--- config.mk ---
export PLATFORM = sky130hd
export DESIGN_NAME = fetch_redirect
export DESIGN_NICKNAME = d
export VERILOG_FILES = /design/src/rtl/fetch_pkg.sv /design/src/rtl/sat_counter.sv /design/src/rtl/fetch_redirect.sv
export SDC_FILE = /design/constraint.sdc
export NUM_CORES = 1
export LEC_CHECK = 0
export CORE_MARGIN = 2
export CORE_UTILIZATION = 35
export DETAILED_ROUTE_END_ITERATION = 12
export GPL_ROUTABILITY_DRIVEN = 0
export GPL_TIMING_DRIVEN = 0
export PLACE_DENSITY = 0.84
export REMOVE_ABC_BUFFERS = 1
export SETUP_SLACK_MARGIN = 0.4
export SLEW_MARGIN = 15
export SYNTH_ARGS = -nofsm -noshare
export SYNTH_HDL_FRONTEND = slang
export SYNTH_SLANG_ARGS = --single-unit
--- constraint.sdc ---
create_clock -name clk -period 3.9 [get_ports clk]
set_input_delay 0.39 -clock clk [delete_from_list [all_inputs] [get_ports clk]]
set_output_delay 0.39 -clock clk [all_outputs]
set_load 0.02 [all_outputs]
--- src/rtl/fetch_pkg.sv ---
// Shared types and constants for the fetch-redirect slice: pc width, reset
// vector, the fetch state enum and the wrapping pc increment.
package fetch_pkg;

    localparam int ADDR_W = 16;
    localparam logic [ADDR_W-1:0] PC_RESET = 16'h0000;

    typedef enum logic [1:0] {
        RUN     = 2'd0,
        RECOVER = 2'd1,
        HALTED  = 2'd2
    } fetch_state_e;

    // Natural modulo-2^ADDR_W wrap: 16'hFFFF + 1 -> 16'h0000.
    function automatic logic [ADDR_W-1:0] pc_plus1(input logic [ADDR_W-1:0] a);
        return a + ADDR_W'(1);
    endfunction

endpackage

--- src/rtl/sat_counter.sv ---
// Event counter that saturates at all-ones instead of wrapping; cleared by the
// asynchronous active-low reset.
module sat_counter #(
    parameter int W = 16
) (
    input  logic         clk,
    input  logic         reset,
    input  logic         inc,
    output logic [W-1:0] count
);

    logic [W-1:0] count_reg;

    always_ff @(posedge clk or negedge reset) begin
        if (!reset) begin
            count_reg <= '0;
        end else if (inc && (count_reg != {W{1'b1}})) begin
            count_reg <= count_reg + W'(1);
        end
    end

    assign count = count_reg;

endmodule

--- src/rtl/fetch_redirect.sv ---
// Fetch pc generation with branch-misprediction recovery, halt handling and
// pipeline flush control. Define REDIRECT_STATS_EN to add miss counters.
module fetch_redirect
    import fetch_pkg::*;
(
    input  logic              clk,
    input  logic              reset,
    input  logic              stall,
    input  logic              halt,
    input  logic              jump_pred,
    input  logic [ADDR_W-1:0] jump_pred_adr,
    input  logic              jump_pred_miss,
    input  logic              jump_pred_adr_miss,
    input  logic [ADDR_W-1:0] pcinc_evac,
    input  logic [ADDR_W-1:0] ALUres_mem,
    output logic [ADDR_W-1:0] pc,
    output logic [ADDR_W-1:0] pcinc_if,
    output logic              flush_ifid,
    output logic              flush_idex,
    output logic              flush_exmem,
    output logic              fetch_valid
`ifdef REDIRECT_STATS_EN
    ,
    output logic [15:0]       miss_count,
    output logic [15:0]       adr_miss_count
`endif
);

    fetch_state_e      state_reg, state_next;
    logic [ADDR_W-1:0] pc_reg, pc_next;
    logic [ADDR_W-1:0] pc_seq;
    logic              mem_miss;

    assign mem_miss = jump_pred_miss | jump_pred_adr_miss;
    assign pc_seq   = pc_plus1(pc_reg);

    // MEM-stage resolution outranks everything, including stall and halt;
    // while halted only an in-flight MEM redirect may move the pc.
    always_comb begin
        pc_next = pc_reg;
        if (jump_pred_adr_miss) begin
            pc_next = ALUres_mem;
        end else if (jump_pred_miss) begin
            pc_next = pcinc_evac;
        end else if (state_reg != HALTED) begin
            if (jump_pred) begin
                pc_next = jump_pred_adr;
            end else if (!stall) begin
                pc_next = pc_seq;
            end
        end
    end

    always_comb begin
        state_next = state_reg;
        if (mem_miss) begin
            state_next = RECOVER;
        end else begin
            case (state_reg)
                RUN:     state_next = halt ? HALTED : RUN;
                RECOVER: state_next = RUN;
                HALTED:  state_next = HALTED;
                default: state_next = RUN;
            endcase
        end
    end

    always_ff @(posedge clk or negedge reset) begin
        if (!reset) begin
            state_reg <= RUN;
            pc_reg    <= PC_RESET;
        end else begin
            state_reg <= state_next;
            pc_reg    <= pc_next;
        end
    end

    assign pc          = pc_reg;
    assign pcinc_if    = pc_seq;
    assign flush_exmem = mem_miss;
    assign flush_idex  = mem_miss;
    assign flush_ifid  = mem_miss | (jump_pred & (state_reg != HALTED));
    assign fetch_valid = (state_reg == RUN) & ~stall;

`ifdef REDIRECT_STATS_EN
    logic [1:0]  stat_inc;
    logic [15:0] stat_count [2];

    assign stat_inc = {jump_pred_adr_miss, jump_pred_miss};

    generate
        for (genvar gi = 0; gi < 2; gi++) begin : g_stat
            sat_counter #(.W(16)) u_cnt (
                .clk   (clk),
                .reset (reset),
                .inc   (stat_inc[gi]),
                .count (stat_count[gi])
            );
        end
    endgenerate

    assign miss_count     = stat_count[0];
    assign adr_miss_count = stat_count[1];
`endif

endmodule
* Yosys cells after proc, flatten, opt, wreduce, memory -nomap -nowiden
Index checks and enable logic that the tools add are counted.
** Word-level totals
- Flip-flop bits (word level) :: 18
- Bits in latches :: 0
- Bits in writable memories :: 0
- ROM bits :: 0
- Bits of input ports :: 55
- Output and inout bits :: 36
- Logic and storage cells :: 22
- Memories kept :: 0
** Cells by class
- Add/sub/neg operators :: 1
- Multiply operators :: 0
- Div/mod/pow operators :: 0
- $lt $le $gt $ge :: 0
- Eq/ne operators :: 3
- Shift-type cells :: 0
- Muxes and demuxes :: 8
- Bitwise operators :: 5
- Reductions and logical operators :: 3
** Operators with widths (count)
- $mux 16 :: 5
- $add 16x1->16 const B :: 1
- $mux 2 :: 2
- $ne 4x1->1 const B :: 1
- $pmux 2 s2 :: 1
- $reduce_bool 3->1 :: 1
- $and 1x1->1 :: 2
- $eq 2x2->1 const B :: 1
- $logic_not 2->1 :: 1
- $ne 2x2->1 const B :: 1
- $or 1x1->1 :: 2
- $reduce_and 2->1 :: 1
- $not 1->1 :: 1

* Longest topological paths before layout
- Depth after elaboration :: 6
- Mapped depth :: 7
- Gate-level depth less buffers :: 6

* Worst setup path after synthesis
No wires, ideal clock.
- Path type :: flip-flop to output port
- Start point :: register pc_reg[0], in the netlist pc[0]
- End point :: output port pcinc_if[10]
- Arrival :: 1.655 ns
- Setup slack :: 1.855 ns
- Stages on the path, launching flop included :: 5
- Path buffers :: 0
- Path through :: dfrtp_1 > ha_1 > nand3_2 > nor3_1 > xor2_1
** On the way
- Cells in the longest elaborated chain, start to end :: 1
** Ends and longest elaborated chain
- start: declaration :: RTL line fetch_redirect.sv:30 : logic [ADDR_W-1:0] pc_reg, pc_next;
- start signal: assignment :: RTL line fetch_redirect.sv:74 : pc_reg <= pc_next;
- $add 16x1->16 :: RTL line fetch_pkg.sv:16 : return a + ADDR_W'(1);
- end: declaration :: RTL line fetch_redirect.sv:17 : output logic [ADDR_W-1:0] pcinc_if,
No other way between the ends.

* Final worst setup path
- Start point :: input port jump_pred
- End point :: register pc_reg[2], in the netlist pc[2]
** On the way
- Cells in the longest elaborated chain, start to end :: 4
** Ends and longest elaborated chain
- start: declaration :: RTL line fetch_redirect.sv:10 : input logic jump_pred,
- $mux 16 :: RTL line fetch_redirect.sv:46 : if (jump_pred) begin
- $mux 16 :: RTL line fetch_redirect.sv:45 : end else if (state_reg != HALTED) begin
- $mux 16 :: RTL line fetch_redirect.sv:43 : end else if (jump_pred_miss) begin
- $mux 16 :: RTL line fetch_redirect.sv:41 : if (jump_pred_adr_miss) begin
Parallel ways exist; a longest one is shown, timed or not. The select of a mux whose other input is x is not followed.
A chain may end at the register's enable or synchronous reset.

==> results by group <==
Critical path
  • Startpoint class of the critical path: input pin
  • Worst Path Arrival: 3.20 ns
  • Flop-to-flop setup slack: 1.96 ns
  • R2r worst-path depth: 5
  • Critical path cell sequence: clkdlybuf4s50_1 -> inv_1 -> a21boi_2 -> nor2_1 -> a2111oi_0 -> nor2_1
  • Slowest-stage cell, CP: clkdlybuf4s50_1
  • Crit path top cell by count: nor2_1
  • Slowest cell delay on critical path: 0.95 ns
  • CP Class: in -> reg
  • Req. time, crit path: 4.03 ns
  • CP max FO: 18
  • Worst Setup End Kind: flip-flop

Floorplan
  • I/O Pins: 91
  • Initial core utilization: 36.6%
  • Die H: 71.4 um
  • Core area: 4350 um^2
  • Die area: 5100 um^2
  • Rows: 24
  • Die span in x: 71.4 um

Timing
  • Min Tclk post-route: 3.06 ns
  • Hold slack final: 0.449 ns
  • Worst Skew: 0.00204 ns
  • Final period util: 78.5%
  • Final number of hold-violating endpoints: 0
  • Actual slew at the worst max-slew pin: 0.877 ns
  • Setup TNS: 0 ns
  • Final Slew Violations: 0
  • RSZ-0062 raised after global routing: false
  • Final setup fails: 0
  • Slew margin rel.: 41.3%
  • Fmax: 0.326 GHz

Clocking
  • Clock Sinks: 18
  • CTS tree: built
  • Post-CTS Hold Fix Bufs: 0
  • Num CTS Buffers: 3
  • CTS H-tree depth: 1
  • CTS max path bufs: 2
  • CTS Root Cell: clkbuf_8
  • Clock Pin Slew Worst Setup and Hold Paths: 0.07 ns
  • Clk_lat worst skew: 0.26 ns

Place
  • Placed Area: 2470 um^2
  • Post-DP HPWL: 3890 um
  • # port buffers: 90

Worst hold path
  • HP Class: reg -> reg
  • Hold Crit Depth: 1

Global routing
  • Vias in the first global route: 1769
  • Total GRT Usage: 20.8%
  • Total grt overflow: 0
  • Initial antenna violation count: 0
  • First-pass GRT wire length: 8560 um
  • Maximum number of pins on one net before global-route repair: 22

Finish
  • Most frequent cells in the layout: 90 x clkdlybuf4s50_1, 18 x dfrtp_1, 15 x nor2_1, 15 x o21ai_0, 13 x nand2_1
  • # fillers: 386
  • Share of cells above drive strength 1: 5.09%
  • Nets: 332
  • Max reg flops: 16
  • Layout area overhead: 58.9%
  • Antenna Cells: 0
  • Commonest non-fill, non-tap cell in the layout: clkdlybuf4s50_1
  • Final Instance Area: 2530 um^2

Yosys
  • Number of synthesized flops with an enable pin: 0
  • Mapped Cells: 195
  • Yosys reg bits: 18
  • Synth unique cells: 52
  • YS warnings: 0
  • Fraction of registers with async set/reset: 100%
  • Avg Cell Area, Syn: 8.16 um^2
  • Mapped cell area: 1590 um^2
  • Ys flop type: dfrtp_1
  • Post-synthesis sequential area ratio: 28.3%

Flow run
  • Max-Cap Viols: 0

Detailed routing
  • Via Count: 1867
  • Initial DRC Count: 145
  • Drt total wl: 5280 um
  • Pre-antenna DRT Iters: 5
  • DR WL/cell: 16.1 um
  • Post-route DRC: 0
  • Final ANT Viol Nets: 0
  • Vias/cell: 5.71

Power and ir drop
  • Static Leak: 0.000968 uW
  • Worst IR drop on VDD: 156 uV
  • PD cells: 290 nW/um^2

Outcome
  • Status: complete, no violations
## per-layer routing
layer / wire length, um / share of wire, % / vias to the layer above / track usage [%]
li1: - / - / 882 / -
met1: 2230 / 42 / 883 / 27.4
met2: 2540 / 48 / 88 / 34.0
met3: 369 / 7.0 / 14 / 2.39
met4: 146 / 2.8 / 0 / 9.85
met5: 0 / 0 / - / 0
## worst max-delay path, delay by kind of cell
kind / cells / cell delay [ns]
AND/OR/NAND/NOR: 2 / 0.40
buffers and inverters: 2 / 1.38
AO/OA/AOI/OAI: 2 / 1.02
## synthesized netlist by cell type, types with 3 or more instances
master     n  area, um^2
mux2i_1    3        30.0
xnor2_1    8        70.1
o22ai_1    8        50.1
a211oi_1   4        30.0
a22oi_1    3        22.5
o21ai_1    5        25.0
inv_1     12        45.0
buf_2      5        25.0
buf_4      5        37.5
o31ai_1    3        22.5
nor3_1     8        40.0
xor2_1     6        52.6
nand3_1    4        20.0
a21oi_1   10        50.1
nor2_1    15        56.3
a31oi_1    5        31.3
o21ai_0   15        75.1
nand2b_1   4        25.0
dfrtp_1   18         450
nand2_1   13        48.8
o21a_1     4        30.0
## final timing paths
check                                       startpoint                endpoint
worst min register to register  state_reg[0]$_DFF_PN0_  state_reg[1]$_DFF_PN0_
worst max-delay path                         jump_pred       pc[2]$_DFFE_PN0P_
worst min-delay path            state_reg[0]$_DFF_PN0_  state_reg[1]$_DFF_PN0_
worst max register to register  state_reg[0]$_DFF_PN0_       pc[2]$_DFFE_PN0P_
min in group asynchronous                        reset  state_reg[1]$_DFF_PN0_
max in group asynchronous                        reset       pc[4]$_DFFE_PN0P_
## through the flow
stage	utilization, %	power [uW]	cells	setup WS (ns)
6_report	58.1	734	327	0.837
5_1_grt	58.1	768	327	0.622
4_1_cts	58.0	737	327	0.546
3_5_place_dp	56.7	577	323	0.262
3_3_place_gp	56.7	572	323	0.266
2_1_floorplan	-	396	181	1.85
## where the power goes
part | total [uW] | switching (uW) | leakage, uW | internal (uW)
logic | 332 | 159 | 0.000731 | 173
registers | 243 | 37.5 | 0.000209 | 206
clock network | 159 | 69.3 | 0.0000288 | 89.9
## layout make-up
type	count	area (um^2)	share of cell area, %
Sequential cell	18	450	17.8
Tap cell	52	65.1	2.57
Multi-Input combinational cell	151	1010	40.0
Clock buffer	4	55.1	2.18
Timing Repair Buffer	90	901	35.6
Inverter	12	45.0	1.78
## kinds of logic (layout without fill, tap and decap cells)
logic type | count (synthesis) | after routing | synth area share, %
XOR/XNOR | 14 | 14 | 7.70
flip-flops | 18 | 18 | 28.3
adder cells (fa/ha/maj) | 1 | 1 | 0.786
multiplexers | 3 | 3 | 1.89
buffers and inverters | 26 | 106 | 8.33
AND/OR/NAND/NOR | 59 | 59 | 22.1
AO/OA/AOI/OAI | 74 | 74 | 30.9
## repair_timing
action	in CTS	in global routing
buffers inserted	0	0
setup endpoints to repair	0	2
resized for setup	0	1
No activity file was read; power rests on OpenSTA's default activity.
